<file path="src/rtl/note_judge.sv">
`default_nettype none
// ============================================================================
// Module   : note_judge
// Purpose  : Per-track note queues, key-press matching and judgement/score.
// Revision : 1.0 - initial release
// ============================================================================
module note_judge #(
   parameter int unsigned DEPTH       = 8,
   parameter int unsigned TRAVEL_MS   = 2000,
   parameter int unsigned PERFECT_WIN = 50,
   parameter int unsigned GOOD_WIN    = 150,
   parameter int unsigned PERFECT_PTS = 100,
   parameter int unsigned GOOD_PTS    = 50
) (
   input  logic        clk,
   input  logic        rst,
   input  logic [31:0] i_cur_time,
   input  logic        i_note_t1,
   input  logic        i_note_t2,
   input  logic        i_key_t1,
   input  logic        i_key_t2,
   output logic        o_judge_valid,
   output logic [1:0]  o_judge_code,
   output logic        o_judge_track,
   output logic [15:0] o_score,
   output logic [15:0] o_combo,
   output logic        o_overflow
);

   localparam int          c_aw      = $clog2(DEPTH);
   localparam logic [c_aw:0] c_full  = (c_aw + 1)'(DEPTH);
   localparam logic [1:0]  c_perfect = 2'd1;
   localparam logic [1:0]  c_good    = 2'd2;
   localparam logic [1:0]  c_miss    = 2'd3;

   typedef enum logic [0:0] {SVC_T1 = 1'b0, SVC_T2 = 1'b1} svc_t;

   svc_t              r_state;
   logic [31:0]       r_mem [2][DEPTH];
   logic [c_aw-1:0]   r_rd  [2];
   logic [c_aw-1:0]   r_wr  [2];
   logic [c_aw:0]     r_cnt [2];
   logic [1:0]        r_pend;

   logic              w_trk;
   logic [31:0]       w_head;
   logic              w_has;
   logic              w_late;
   logic [31:0]       w_err;
   logic              w_pop;
   logic              w_clr;
   logic [1:0]        w_code;
   logic [1:0]        w_popv;
   logic [1:0]        w_clrv;
   logic [1:0]        w_push;
   logic [1:0]        w_drop;
   logic [1:0]        w_note;
   logic [1:0]        w_key;
   logic [16:0]       w_pts;
   logic [16:0]       w_score_sum;
   logic [16:0]       w_combo_sum;

   assign w_note = {i_note_t2, i_note_t1};
   assign w_key  = {i_key_t2, i_key_t1};
   assign w_trk  = (r_state == SVC_T2);

   always_comb begin
      w_head = r_mem[w_trk][r_rd[w_trk]];
      w_has  = (r_cnt[w_trk] != '0);
      // 33-bit compare so head + GOOD_WIN cannot wrap
      w_late = w_has && ({1'b0, i_cur_time} > ({1'b0, w_head} + 33'(GOOD_WIN)));
      w_err  = (i_cur_time >= w_head) ? (i_cur_time - w_head) : (w_head - i_cur_time);
      w_pop  = 1'b0;
      w_clr  = 1'b0;
      w_code = 2'd0;
      if (w_late) begin
         w_pop  = 1'b1;
         w_code = c_miss;
      end else if (r_pend[w_trk]) begin
         w_clr = 1'b1;
         if (w_has && (w_err <= 32'(PERFECT_WIN))) begin
            w_pop  = 1'b1;
            w_code = c_perfect;
         end else if (w_has && (w_err <= 32'(GOOD_WIN))) begin
            w_pop  = 1'b1;
            w_code = c_good;
         end
      end
      w_popv        = 2'b00;
      w_popv[w_trk] = w_pop;
      w_clrv        = 2'b00;
      w_clrv[w_trk] = w_clr;
      for (int t = 0; t < 2; t++) begin
         w_push[t] = w_note[t] && ((r_cnt[t] != c_full) || w_popv[t]);
         w_drop[t] = w_note[t] && !w_push[t];
      end
      w_pts       = (w_code == c_perfect) ? 17'(PERFECT_PTS) : 17'(GOOD_PTS);
      w_score_sum = {1'b0, o_score} + w_pts;
      w_combo_sum = {1'b0, o_combo} + 17'd1;
   end

   // Queue storage needs no reset: the counts define what is valid.
   always_ff @(posedge clk) begin
      for (int t = 0; t < 2; t++) begin
         if (w_push[t]) begin
            r_mem[t][r_wr[t]] <= i_cur_time + 32'(TRAVEL_MS);
         end
      end
   end

   always_ff @(posedge clk) begin
      if (rst) begin
         r_state       <= SVC_T1;
         r_pend        <= 2'b00;
         for (int t = 0; t < 2; t++) begin
            r_rd[t]  <= '0;
            r_wr[t]  <= '0;
            r_cnt[t] <= '0;
         end
         o_judge_valid <= 1'b0;
         o_judge_code  <= 2'd0;
         o_judge_track <= 1'b0;
         o_score       <= 16'd0;
         o_combo       <= 16'd0;
         o_overflow    <= 1'b0;
      end else begin
         r_state <= (r_state == SVC_T1) ? SVC_T2 : SVC_T1;
         for (int t = 0; t < 2; t++) begin
            if (w_popv[t]) r_rd[t] <= r_rd[t] + c_aw'(1);
            if (w_push[t]) r_wr[t] <= r_wr[t] + c_aw'(1);
            r_cnt[t] <= r_cnt[t] + (c_aw + 1)'(w_push[t]) - (c_aw + 1)'(w_popv[t]);
         end
         // A fresh key wins over a same-cycle clear so no press is lost
         r_pend        <= (r_pend & ~w_clrv) | w_key;
         o_overflow    <= o_overflow | (|w_drop);
         o_judge_valid <= w_pop;
         o_judge_code  <= w_code;
         o_judge_track <= w_pop & w_trk;
         if (w_code == c_miss) begin
            o_combo <= 16'd0;
         end else if (w_pop) begin
            o_score <= w_score_sum[16] ? 16'hFFFF : w_score_sum[15:0];
            o_combo <= w_combo_sum[16] ? 16'hFFFF : w_combo_sum[15:0];
         end
      end
   end

endmodule
`default_nettype wire

</file>
<file path="config.mk">
export PLATFORM = sky130hd
export DESIGN_NAME = note_judge
export DESIGN_NICKNAME = d
export VERILOG_FILES = /design/src/rtl/note_judge.sv
export SDC_FILE = /design/constraint.sdc
export NUM_CORES = 1
export LEC_CHECK = 0
export BUFFER_PORTS_ARGS = -buffer_cell sky130_fd_sc_hd__buf_2
export CAP_MARGIN = 5
export CORE_MARGIN = 4
export CORE_UTILIZATION = 40
export CTS_BUF_LIST = sky130_fd_sc_hd__clkbuf_4
export DETAILED_ROUTE_END_ITERATION = 12
export HOLD_SLACK_MARGIN = 0.02
export PLACE_DENSITY_LB_ADDON = 0.12
export SLEW_MARGIN = 10
export SYNTH_ARGS = -nofsm -noshare
export SYNTH_HDL_FRONTEND = slang
export SYNTH_SLANG_ARGS = --single-unit
export TNS_END_PERCENT = 5
</file>
<file path="constraint.sdc">
create_clock -name clk -period 13.1 [get_ports clk]
set_input_delay 1.965 -clock clk [delete_from_list [all_inputs] [get_ports clk]]
set_output_delay 1.965 -clock clk [all_outputs]
set_load 0.05 [all_outputs]
</file>
==> flow_summary.ini <==
[setup_path]
cp_data_arrival_time_ns = 10.69
path_class = register to register
slowest_stage = dfxtp_4
cpMostUsedCell = a21oi_1
crit_cells = 25
cp_num_buf_inv = 2
cp.required_ns = 13.95
worstRegToRegCells = 25
critPathMaxStageDelay_ns = 0.80
worst_path_dominant_cell_family = simple AND/OR/NAND/NOR gates
critPathMaxFanout = 46
cp-end-kind = register
setup.worst_path.start_class = register

[power]
sw_frac_of_total_pct = 38.7
leakagePower_nw = 11.5
clockPowerShare_pct = 23.9
p_int_mw = 4.08
combPwrFrac_pct = 42.0
ir_drop_mv = 0.0970
power_mw = 6.67
seqPwrFrac_pct = 34.1
p_per_area_nw_per_um2 = 207
switchingPower_mw = 2.58

[clock_tree]
tritoncts = done
cts-root-buf = clkbuf_4
ctsResizeCount = 0
clock_sinks = 572
hold_buffers = 0
htree_levels = 4
cts_buffers = 157
cts_buffer_depth = 3
clk_latency_ns = 0.97
post-cts-setup-buffers = 0
clk_pin_slew_worst_paths_ns = 0.07

[detailed_routing]
dr.pass1.iters = 5
wl_per_cell_um = 24.9
drc = 0
routed_via_density = 5.69
vias = 18700
drt-total-wl_um = 82000
ant_nets = 0
drtIter0Drc = 1511

[sta]
skew_ns = 0.0683
max_slew.worst_pin.slew_ns = 1.19
setup-tns-final_ns = 0
timing.fmax_ghz = 0.102
setup_viol = 0
setup_slack_ns = 3.26
timing.final.crit_share_pct = 75.1
rsz0062_at_grt = false
slew_headroom_pct = 20.3
finalHoldViolations = 0
drv_slew = 0
hold_ws_ns = 0.481
period_needed_ns = 9.84

[yosys]
async_flop_share_pct = 0
syn_area_sq_um = 28600
syn-num-nets = 2208
ys_seq_elements = 572
synth_edf_count = 524
post_synth_num_cell_types = 79
ys_seq_area_share_pct = 58.3
synth_area_per_cell_sq_um = 14.0
synth_cells = 2050
synth_flop_cell = edfxtp_1
yosys_warnings = 0

[grt]
grt_pass1_vias = 18600
grt.met2_usage_pct = 34.1
overflow = 0
grt_max_degree = 83
gr-usage-all-layers_pct = 21.7
gr-usage-met3_pct = 4.38
grtUsageMet1_pct = 30.1
grt_pass1_wl_um = 121000
antenna_found_initial = 1
grt.busiest_layer = met2

[die]
chipHeight_um = 275
die_w_um = 275
die-area_sq_um = 75900
initial_utilization_pct = 40.6
rows = 97
coreArea_sq_um = 70500
ios = 75

[cells_and_area]
stdcell_area_sq_um = 32100
final_util_pct = 45.6
finalNetCount = 2390
final_cell_mix = edfxtp_1, clkbuf_4, a21oi_1
area_growth_pct = 12.3
layout_commonest_cell = edfxtp_1
final_cells = 3289
drive_gt1_share_pct = 23.0

[placement]
place_congestion = 0.933
port_buffers = 74
dp_cells = 3013
postPlaceCellArea_sq_um = 30100
dp_hpwl_um = 52300
place_ws_ns = 3.42

[run]
drv_cap = 0

[outcome]
status = complete, no violations

[min_path]
hold_class = register to register
hold_depth = 2
## cell usage after synthesis (6+ instances only)
cell type  count  area, sq um
clkbuf_1      39          146
o31ai_1        7         52.6
xor2_1        23          201
nand2_1      100          375
buf_2         20          100
ha_1         115         1440
nand2b_1       6         37.5
nand4_1       33          206
o21ai_0       73          365
o21bai_1      13         97.6
and2_1        14         87.6
a21oi_1      131          656
or2_2          9         56.3
a21o_1        27          203
a21boi_0       7         52.6
edfxtp_1     524        15700
nor2b_1       19          119
nor2_1        95          357
buf_6         13          146
mux2i_1      110         1100
dfxtp_1       48          961
or3_1          9         56.3
a211oi_1      45          338
nor4b_1        7         61.3
nor3_1        33          165
o22ai_1        6         37.5
a311oi_1      12          105
inv_1        107          402
nor4_1        13         81.3
and4b_1        7         70.1
o21a_1         8         60.1
buf_1         10         37.5
o211ai_1      10         75.1
and3_1        19          119
xnor2_1       73          639
mux4_2       118         2660
buf_4         11         82.6
nand3_1       37          185
a31oi_1       16          100
## worst paths after layout
kind,startpoint,endpoint,slack (ns)
worst max-delay path,r_state,o_score[15],3.26
worst min-delay path,o_score[0],o_score[0],0.48
worst max register to register,r_state,o_score[15],3.26
worst min register to register,o_score[0],o_score[0],0.48
## area by class of cell
| class | count | area (sq um) |
|---|---|---|
| multi-input cells | 1276 | 11200 |
| inverters | 107 | 402 |
| flip-flops and latches | 572 | 16700 |
| clock buffers | 229 | 1720 |
| clock inverters | 46 | 283 |
| diodes | 1 | 2.50 |
| repair buffers | 118 | 713 |
| well taps | 940 | 1180 |
| fillers | 6419 | 38400 |
## worst min-delay path: cells and delay by family, from the launching register on
family          cells  cell delay [ns]
flops               1             0.33
simple gates        1             0.07
compound gates      1             0.05
## state kept, by name (all words and copies together), names as in the netlist
name           flops
o_combo           16
o_judge_code       2
o_judge_track      1
o_judge_valid      1
o_overflow         1
o_score           16
r_cnt              8
r_mem            512
r_pend             2
r_rd               6
r_state            1
r_wr               6
## per-layer routing
layer  vias up  share of wire [%]  routed length [um]
li1       8455                  -                   -
met5         -                  0                   0
met3       131                5.4                4390
met2       582                 47               38300
met4         0                2.7                2210
met1      9532                 45               37100
## logic make-up after synthesis
kind of cell | share of synthesized area, %
buffers and inverters | 3.28
DFF | 58.3
xor gates and xnor gates | 2.94
muxes | 13.3
AOI/OAI and AO/OA | 9.00
and+or+nand+nor | 7.70
adders and majority gates | 5.38
## power by group through the flow
| stage | Combinational (mW) | Clock, mW | Sequential, mW |
|---|---|---|---|
| final | 2.80 | 1.59 | 2.27 |
| after global routing | 3.02 | 1.76 | 2.28 |
| after CTS | 2.78 | 1.65 | 2.27 |
| after detailed placement | 2.77 | 0 | 2.31 |
| after global placement | 2.78 | 0 | 2.30 |
| after floorplan | 1.95 | 0 | 2.31 |
Note: power is estimated with default switching activity, not from simulation.
